File: config.mk
export PLATFORM = sky130hd
export DESIGN_NAME = fifordy1ck_prm_flat
export DESIGN_NICKNAME = d
export VERILOG_FILES = /design/src/rtl/fifordy1ck_prm_if.sv /design/src/rtl/fifordy1ck_prm.sv /design/src/flat_wrapper.sv
export SDC_FILE = /design/constraint.sdc
export NUM_CORES = 2
export LEC_CHECK = 0
export BUFFER_PORTS_ARGS = -buffer_cell sky130_fd_sc_hd__buf_4
export CORE_MARGIN = 2
export CORE_UTILIZATION = 57
export CTS_CLUSTER_DIAMETER = 80
export CTS_CLUSTER_SIZE = 28
export DETAILED_ROUTE_END_ITERATION = 7
export PLACE_DENSITY_LB_ADDON = 0.2
export RECOVER_POWER = 25
export SKIP_LAST_GASP = 1
export SLEW_MARGIN = 20
export SYNTH_ARGS = -nofsm -noshare
export SYNTH_HDL_FRONTEND = slang
export SYNTH_SLANG_ARGS = --single-unit
File: constraint.sdc
create_clock -name clk -period 5 [get_ports clk]
set_input_delay 0.5 -clock clk [delete_from_list [all_inputs] [get_ports clk]]
set_output_delay 0.5 -clock clk [all_outputs]
set_load 0.05 [all_outputs]
File: src/rtl/fifordy1ck_prm_if.sv
// ============================================================================
//  Module   : fifordy1ck_prm_if
//  Purpose  : Handshake bundle for the parametrised ready/get FIFO.
//             The master side is the producer/consumer pair, the slave side
//             is the FIFO itself.
//  Revision : 1.0  initial release
// ============================================================================
`default_nettype none

interface fifordy1ck_prm_if #(
    parameter int DW = 32,
    parameter int AW = 7
) ();
    // producer / consumer driven
    logic          fifowr;
    logic [DW-1:0] fifodi;
    logic          fifoget;
    logic          flush;
    // FIFO driven
    logic          fifordy;
    logic [DW-1:0] fifodout;
    logic          fifovld;
    logic          reqen;
    logic          fifowrerr;
    logic          fiforderr;
    logic          fifofull;
    logic [AW:0]   fifolen;
    logic [AW-1:0] fifowa;

    modport master (
        output fifowr, fifodi, fifoget, flush,
        input  fifordy, fifodout, fifovld, reqen,
        input  fifowrerr, fiforderr, fifofull, fifolen, fifowa
    );

    modport slave (
        input  fifowr, fifodi, fifoget, flush,
        output fifordy, fifodout, fifovld, reqen,
        output fifowrerr, fiforderr, fifofull, fifolen, fifowa
    );
endinterface

`default_nettype wire

File: src/rtl/fifordy1ck_prm.sv
// ============================================================================
//  Module   : fifordy1ck_prm
//  Purpose  : Single-clock parametrised ready/get FIFO with synchronous flush,
//             registered free-space request flag and write/get error flags.
//             Optional macro FIFORDY_STICKYERR_EN makes the error flags sticky
//             until flush or reset; otherwise they are one-cycle pulses.
//  Revision : 1.0  initial release
// ============================================================================
`default_nettype none

module fifordy1ck_prm #(
    parameter int DW     = 32,
    parameter int AW     = 7,
    parameter int REQTHR = 16
) (
    input  logic           clk,
    input  logic           rstn,
    fifordy1ck_prm_if.slave bus
);

    localparam int          DEPTH    = 1 << AW;
    localparam logic [AW:0] C_DEPTH  = (AW+1)'(DEPTH);
    localparam logic [AW:0] C_REQTHR = (AW+1)'(REQTHR);
    localparam logic [AW:0] C_ONE    = (AW+1)'(1);

    // storage and registered state
    logic [DW-1:0] r_mem [DEPTH];
    logic [AW-1:0] r_wp;
    logic [AW-1:0] r_rp;
    logic [AW:0]   r_len;
    logic [DW-1:0] r_dout;
    logic          r_vld;
    logic          r_wrerr;
    logic          r_rderr;
    logic          r_reqen;

    // combinational qualifiers, all based on the level at the start of the cycle
    logic          w_full;
    logic          w_rdy;
    logic          w_wacc;
    logic          w_gacc;
    logic          w_wdrop;
    logic          w_grej;
    logic [AW:0]   w_len_nxt;
    logic [AW:0]   w_free_nxt;

    assign w_full  = (r_len == C_DEPTH);
    assign w_rdy   = (r_len != '0);

    // flush suppresses both accepts and errors in the same cycle
    assign w_wacc  = bus.fifowr  &  ~w_full & ~bus.flush;
    assign w_gacc  = bus.fifoget &   w_rdy  & ~bus.flush;
    assign w_wdrop = bus.fifowr  &   w_full & ~bus.flush;
    assign w_grej  = bus.fifoget &  ~w_rdy  & ~bus.flush;

    // next level: flush wins, otherwise +1/-1/hold depending on the accepts
    always_comb begin
        w_len_nxt = r_len;
        if (bus.flush) begin
            w_len_nxt = '0;
        end else if (w_wacc && !w_gacc) begin
            w_len_nxt = r_len + C_ONE;
        end else if (w_gacc && !w_wacc) begin
            w_len_nxt = r_len - C_ONE;
        end
    end

    assign w_free_nxt = C_DEPTH - w_len_nxt;

    // array write; contents deliberately survive flush and reset
    always_ff @(posedge clk) begin
        if (rstn && w_wacc) begin
            r_mem[r_wp] <= bus.fifodi;
        end
    end

    // pointers, level and request flag
    always_ff @(posedge clk) begin
        if (!rstn) begin
            r_wp    <= '0;
            r_rp    <= '0;
            r_len   <= '0;
            r_reqen <= 1'b1;
        end else begin
            if (bus.flush) begin
                r_wp <= '0;
                r_rp <= '0;
            end else begin
                if (w_wacc) begin
                    r_wp <= r_wp + 1'b1;
                end
                if (w_gacc) begin
                    r_rp <= r_rp + 1'b1;
                end
            end
            r_len   <= w_len_nxt;
            r_reqen <= (w_free_nxt >= C_REQTHR);
        end
    end

    // read data register; holds its last word when no get is accepted
    always_ff @(posedge clk) begin
        if (!rstn) begin
            r_dout <= '0;
            r_vld  <= 1'b0;
        end else begin
            r_vld <= w_gacc;
            if (w_gacc) begin
                r_dout <= r_mem[r_rp];
            end
        end
    end

    // error flags: pulse by default, sticky until flush when the macro is set
    always_ff @(posedge clk) begin
        if (!rstn) begin
            r_wrerr <= 1'b0;
            r_rderr <= 1'b0;
        end else begin
`ifdef FIFORDY_STICKYERR_EN
            if (bus.flush) begin
                r_wrerr <= 1'b0;
                r_rderr <= 1'b0;
            end else begin
                r_wrerr <= r_wrerr | w_wdrop;
                r_rderr <= r_rderr | w_grej;
            end
`else
            r_wrerr <= w_wdrop;
            r_rderr <= w_grej;
`endif
        end
    end

    assign bus.fifordy   = w_rdy;
    assign bus.fifofull  = w_full;
    assign bus.fifolen   = r_len;
    assign bus.fifowa    = r_wp;
    assign bus.reqen     = r_reqen;
    assign bus.fifodout  = r_dout;
    assign bus.fifovld   = r_vld;
    assign bus.fifowrerr = r_wrerr;
    assign bus.fiforderr = r_rderr;

endmodule

`default_nettype wire
File: src/flat_wrapper.sv
// flat-port wrapper written by rule: the top's interface ports become plain ports
module fifordy1ck_prm_flat 
#(
    parameter int DW     = 32,
    parameter int AW     = 7,
    parameter int REQTHR = 16
)
  (clk, rstn, bus_fifowr, bus_fifodi, bus_fifoget, bus_flush, bus_fifordy, bus_fifodout, bus_fifovld, bus_reqen, bus_fifowrerr, bus_fiforderr, bus_fifofull, bus_fifolen, bus_fifowa);
  fifordy1ck_prm_if #(.DW(DW), .AW(AW)) bus_i ();
  input  logic clk;
  input  logic rstn;
  input wire logic [$bits(bus_i.fifowr)-1:0] bus_fifowr;
  input wire logic [$bits(bus_i.fifodi)-1:0] bus_fifodi;
  input wire logic [$bits(bus_i.fifoget)-1:0] bus_fifoget;
  input wire logic [$bits(bus_i.flush)-1:0] bus_flush;
  output wire logic [$bits(bus_i.fifordy)-1:0] bus_fifordy;
  output wire logic [$bits(bus_i.fifodout)-1:0] bus_fifodout;
  output wire logic [$bits(bus_i.fifovld)-1:0] bus_fifovld;
  output wire logic [$bits(bus_i.reqen)-1:0] bus_reqen;
  output wire logic [$bits(bus_i.fifowrerr)-1:0] bus_fifowrerr;
  output wire logic [$bits(bus_i.fiforderr)-1:0] bus_fiforderr;
  output wire logic [$bits(bus_i.fifofull)-1:0] bus_fifofull;
  output wire logic [$bits(bus_i.fifolen)-1:0] bus_fifolen;
  output wire logic [$bits(bus_i.fifowa)-1:0] bus_fifowa;
  assign bus_i.fifowr = bus_fifowr;
  assign bus_i.fifodi = bus_fifodi;
  assign bus_i.fifoget = bus_fifoget;
  assign bus_i.flush = bus_flush;
  assign bus_fifordy = bus_i.fifordy;
  assign bus_fifodout = bus_i.fifodout;
  assign bus_fifovld = bus_i.fifovld;
  assign bus_reqen = bus_i.reqen;
  assign bus_fifowrerr = bus_i.fifowrerr;
  assign bus_fiforderr = bus_i.fiforderr;
  assign bus_fifofull = bus_i.fifofull;
  assign bus_fifolen = bus_i.fifolen;
  assign bus_fifowa = bus_i.fifowa;
  fifordy1ck_prm #(.DW(DW), .AW(AW), .REQTHR(REQTHR)) u_core (.clk(clk), .rstn(rstn), .bus(bus_i));
endmodule
==> results.yml <==
timing:
  skew_ns: 0.0678
  period_share_pct: 85.9
  worst_pin_slew_ns: 4.64
  rsz0062_at_grt: "no"
  slew_headroom_pct: -209
  finalHoldViolCount: 0
  fmax_mhz: 233
  fin_tns_setup_ns: 0
  setup_viol: 0
  slew_viol_final: 2201
  period_needed_ns: 4.30
run_status:
  status: "complete, but fails checks"
  violations: "max-capacitance violations, max-slew violations"
logic_synthesis:
  synth-edff-count: 4096
  yosysWarnings: 0
  syn_nets: 7212
  syn_area_per_cell_um2: 22.2
  yosys.area.top_type: "edfxtp_1"
  yosys-top-cells-count: "4,096 x edfxtp_1, 949 x mux4_2, 395 x mux2i_1"
  synth_most_common_cell: "edfxtp_1"
  ys_seq_area_share_pct: 77.9
  synth_top_area_share_pct: 77.2
  synth_ff_type: "edfxtp_1"
  synth_area_mm2: 0.159
  async_flop_share_pct: 0
  ys_ff_latch: 4154
  synthCells: 7170
  synth_cell_types: 72
  synth.area.top_cells: "edfxtp_1 77%, mux4_2 13%, mux2i_1 2.5%, dfxtp_1 0.73%, a22oi_1 0.56%"
setup_path:
  crit_chain: "buf_12 -> buf_12 -> mux4_2 -> mux4_2 -> a22oi_1 -> o211ai_1 -> a32o_1"
  crit_required_ns: 5.82
  critPathSlowestCell: "dfxtp_4"
  worstSetupEndpointType: "register"
  cp_num_buf_inv: 2
  crit_family: "compound AO/OA/AOI/OAI gates"
  critical_path_class: "register to register"
  cp_max_fo: 46
  critPathLaunchType: "register"
  arrival_ns: 5.11
  crit_path_max_incr_delay_ns: 1.00
pwr:
  power.leakage_uw: 0.0508
  p_per_area_mw_per_mm2: 332
  vdd.ir_drop.worst_mv: 0.274
placement:
  dp_hpwl_um: 262000
  gp_congestion: 0.893
  place_area_mm2: 0.168
  port_buffers: 89
drt:
  wl_met2_um: 206000
  first_iter_violations: 13050
  wire_per_inst_um: 39.1
  vias_per_cell: 7.04
  vias: 79659
  final_antenna_net_count: 0
  met3_length_um: 51100
  wl_met1_um: 165000
  drc_errors: 0
  dr.pass1.iters: 6
  wl_um: 443000
  highest_layer: "met5"
grt:
  antenna_found_initial: 29
  grt_overflow_total: 0
  grt_pass1_wl_um: 612000
  grt_pass1_vias: 76239
  grt_max_degree: 90
  track_usage_pct: 31.1
floorplan:
  start_util_pct: 57.2
  die_width_um: 533
  core_area_mm2: 0.279
  placementRows: 194
  die_area_mm2: 0.284
  boundaryPins: 90
  die_h_um: 533
cts:
  clock_path_buffers: 4
  clk_latency_ns: 0.95
  path_clk_slew_ns: 0.11
  ctsResizeCount: 0
  root_buffer: "clkbuf_16"
  cts_sinks: 4154
  numCtsBuffers: 181
  htree_levels: 4
  cts_tree: "yes"
final_layout:
  multi_input_area_mm2: 0.0338
  nFillCells: 18873
  area_delta_synth_final_pct: 8.66
  drive_gt1_share_pct: 25.0
  fin_area_mm2: 0.173
  regArea_mm2: 0.124
  fin_nets: 7529
hold_path:
  hold_path.class: "input pin to register"
run:
  max_cap_viol_count: 32
timing repair:
item | 4_1_cts | 5_1_grt
hold buffers | 3 | 0
setup buffers | 0 | 0
hold endpoints to repair | 20 | 0
cells in the final DEF (no fill, tap or decap), types with 8 or more instances in the layout:
cell	instances
nand2_1	174
edfxtp_1	4096
nor3_1	32
o21ai_1	12
o22ai_1	41
o221ai_1	27
o31ai_1	17
nor2b_1	22
mux2_2	18
nand2b_1	9
buf_12	76
a21oi_1	129
a221oi_1	58
a211oi_1	46
a22oi_1	118
clkbuf_1	70
buf_4	426
nor2_4	126
xnor2_1	9
mux4_2	949
inv_6	11
nand3_1	42
and2_1	8
nor2_1	72
o211ai_1	15
diode_2	11
clkbuf_16	186
a31oi_1	16
mux2i_1	395
clkinv_2	10
dfxtp_1	51
nand4_1	13
o21ai_0	112
o2111ai_1	14
where the power goes:
part           internal [µW]  switching [µW]
registers              38300            36.5
logic                    280             975
clock network           7370           10600
total                  45900           11600
sequential cells by signal, indices dropped and copies added (netlist names):
name,cells
u_core.bus.fifovld,1
u_core.bus.fifolen,8
u_core.bus.fiforderr,1
u_core.r_mem,4096
u_core.bus.fifowa,7
u_core.bus.fifowrerr,1
u_core.r_rp,7
u_core.bus.reqen,1
u_core.bus.fifodout,32
worst paths after layout:
check	cells past startpoint	end	slack, ns	startpoint
max	7	u_core.bus.fifodout[11]	0.70	u_core.r_rp[1]
min	4	u_core.bus.fiforderr	0.08	bus_fifoget
max reg2reg	7	u_core.bus.fifodout[11]	0.70	u_core.r_rp[1]
min reg2reg	2	u_core.bus.fifodout[13]	0.46	u_core.bus.fifodout[13]
cell type report:
cell class	instances	share of cell area [%]
antenna	11	0.0159
inverter	8	0.0217
timing repair buffer	541	2.83
tap	3724	2.69
clock inverter	55	0.358
clock buffer	229	2.82
sequential	4154	71.7
multi-input combinational	2601	19.5
routing by layer:
layer / up-vias / track usage, %
met5: - / 0
met4: 12 / 11.4
li1: 30784 / -
met1: 42808 / 44.9
met3: 742 / 6.80
met2: 5313 / 47.3
worst reg2reg max path, cell delays in order (launching register included):
cell,delay [ns]
dfxtp_4,1.00
buf_12,0.36
buf_12,0.32
mux4_2,0.43
mux4_2,0.51
a22oi_1,0.53
o211ai_1,0.61
a32o_1,0.40
per-stage QoR:
step	hold slack (ns)	setup WS [ns]	cells	utilization [%]	total power, µW
final	0.0826	0.704	11323	62.1	57500
after detailed placement	0.453	0.813	11024	60.2	40300
after floorplan	0.583	0.0942	7170	-	39400
after global routing	0.0857	0.642	11314	62.1	58900
after global placement	0.441	0.162	11019	60.2	40200
after CTS	0.0282	0.767	11311	62.2	57600
cell families (layout without fill, tap and decap cells):
kind of cell	after synthesis	in the layout	share of synthesized area (%)
buf+inv	415	833	1.53
other cells	0	11	0
flops	4154	4154	77.9
fa+ha+maj	5	5	0.0393
xor+xnor	16	16	0.0880
compound gates	661	661	2.84
mux	1363	1363	16.0
simple gates	556	556	1.56
(Power assumes the default switching activity.)
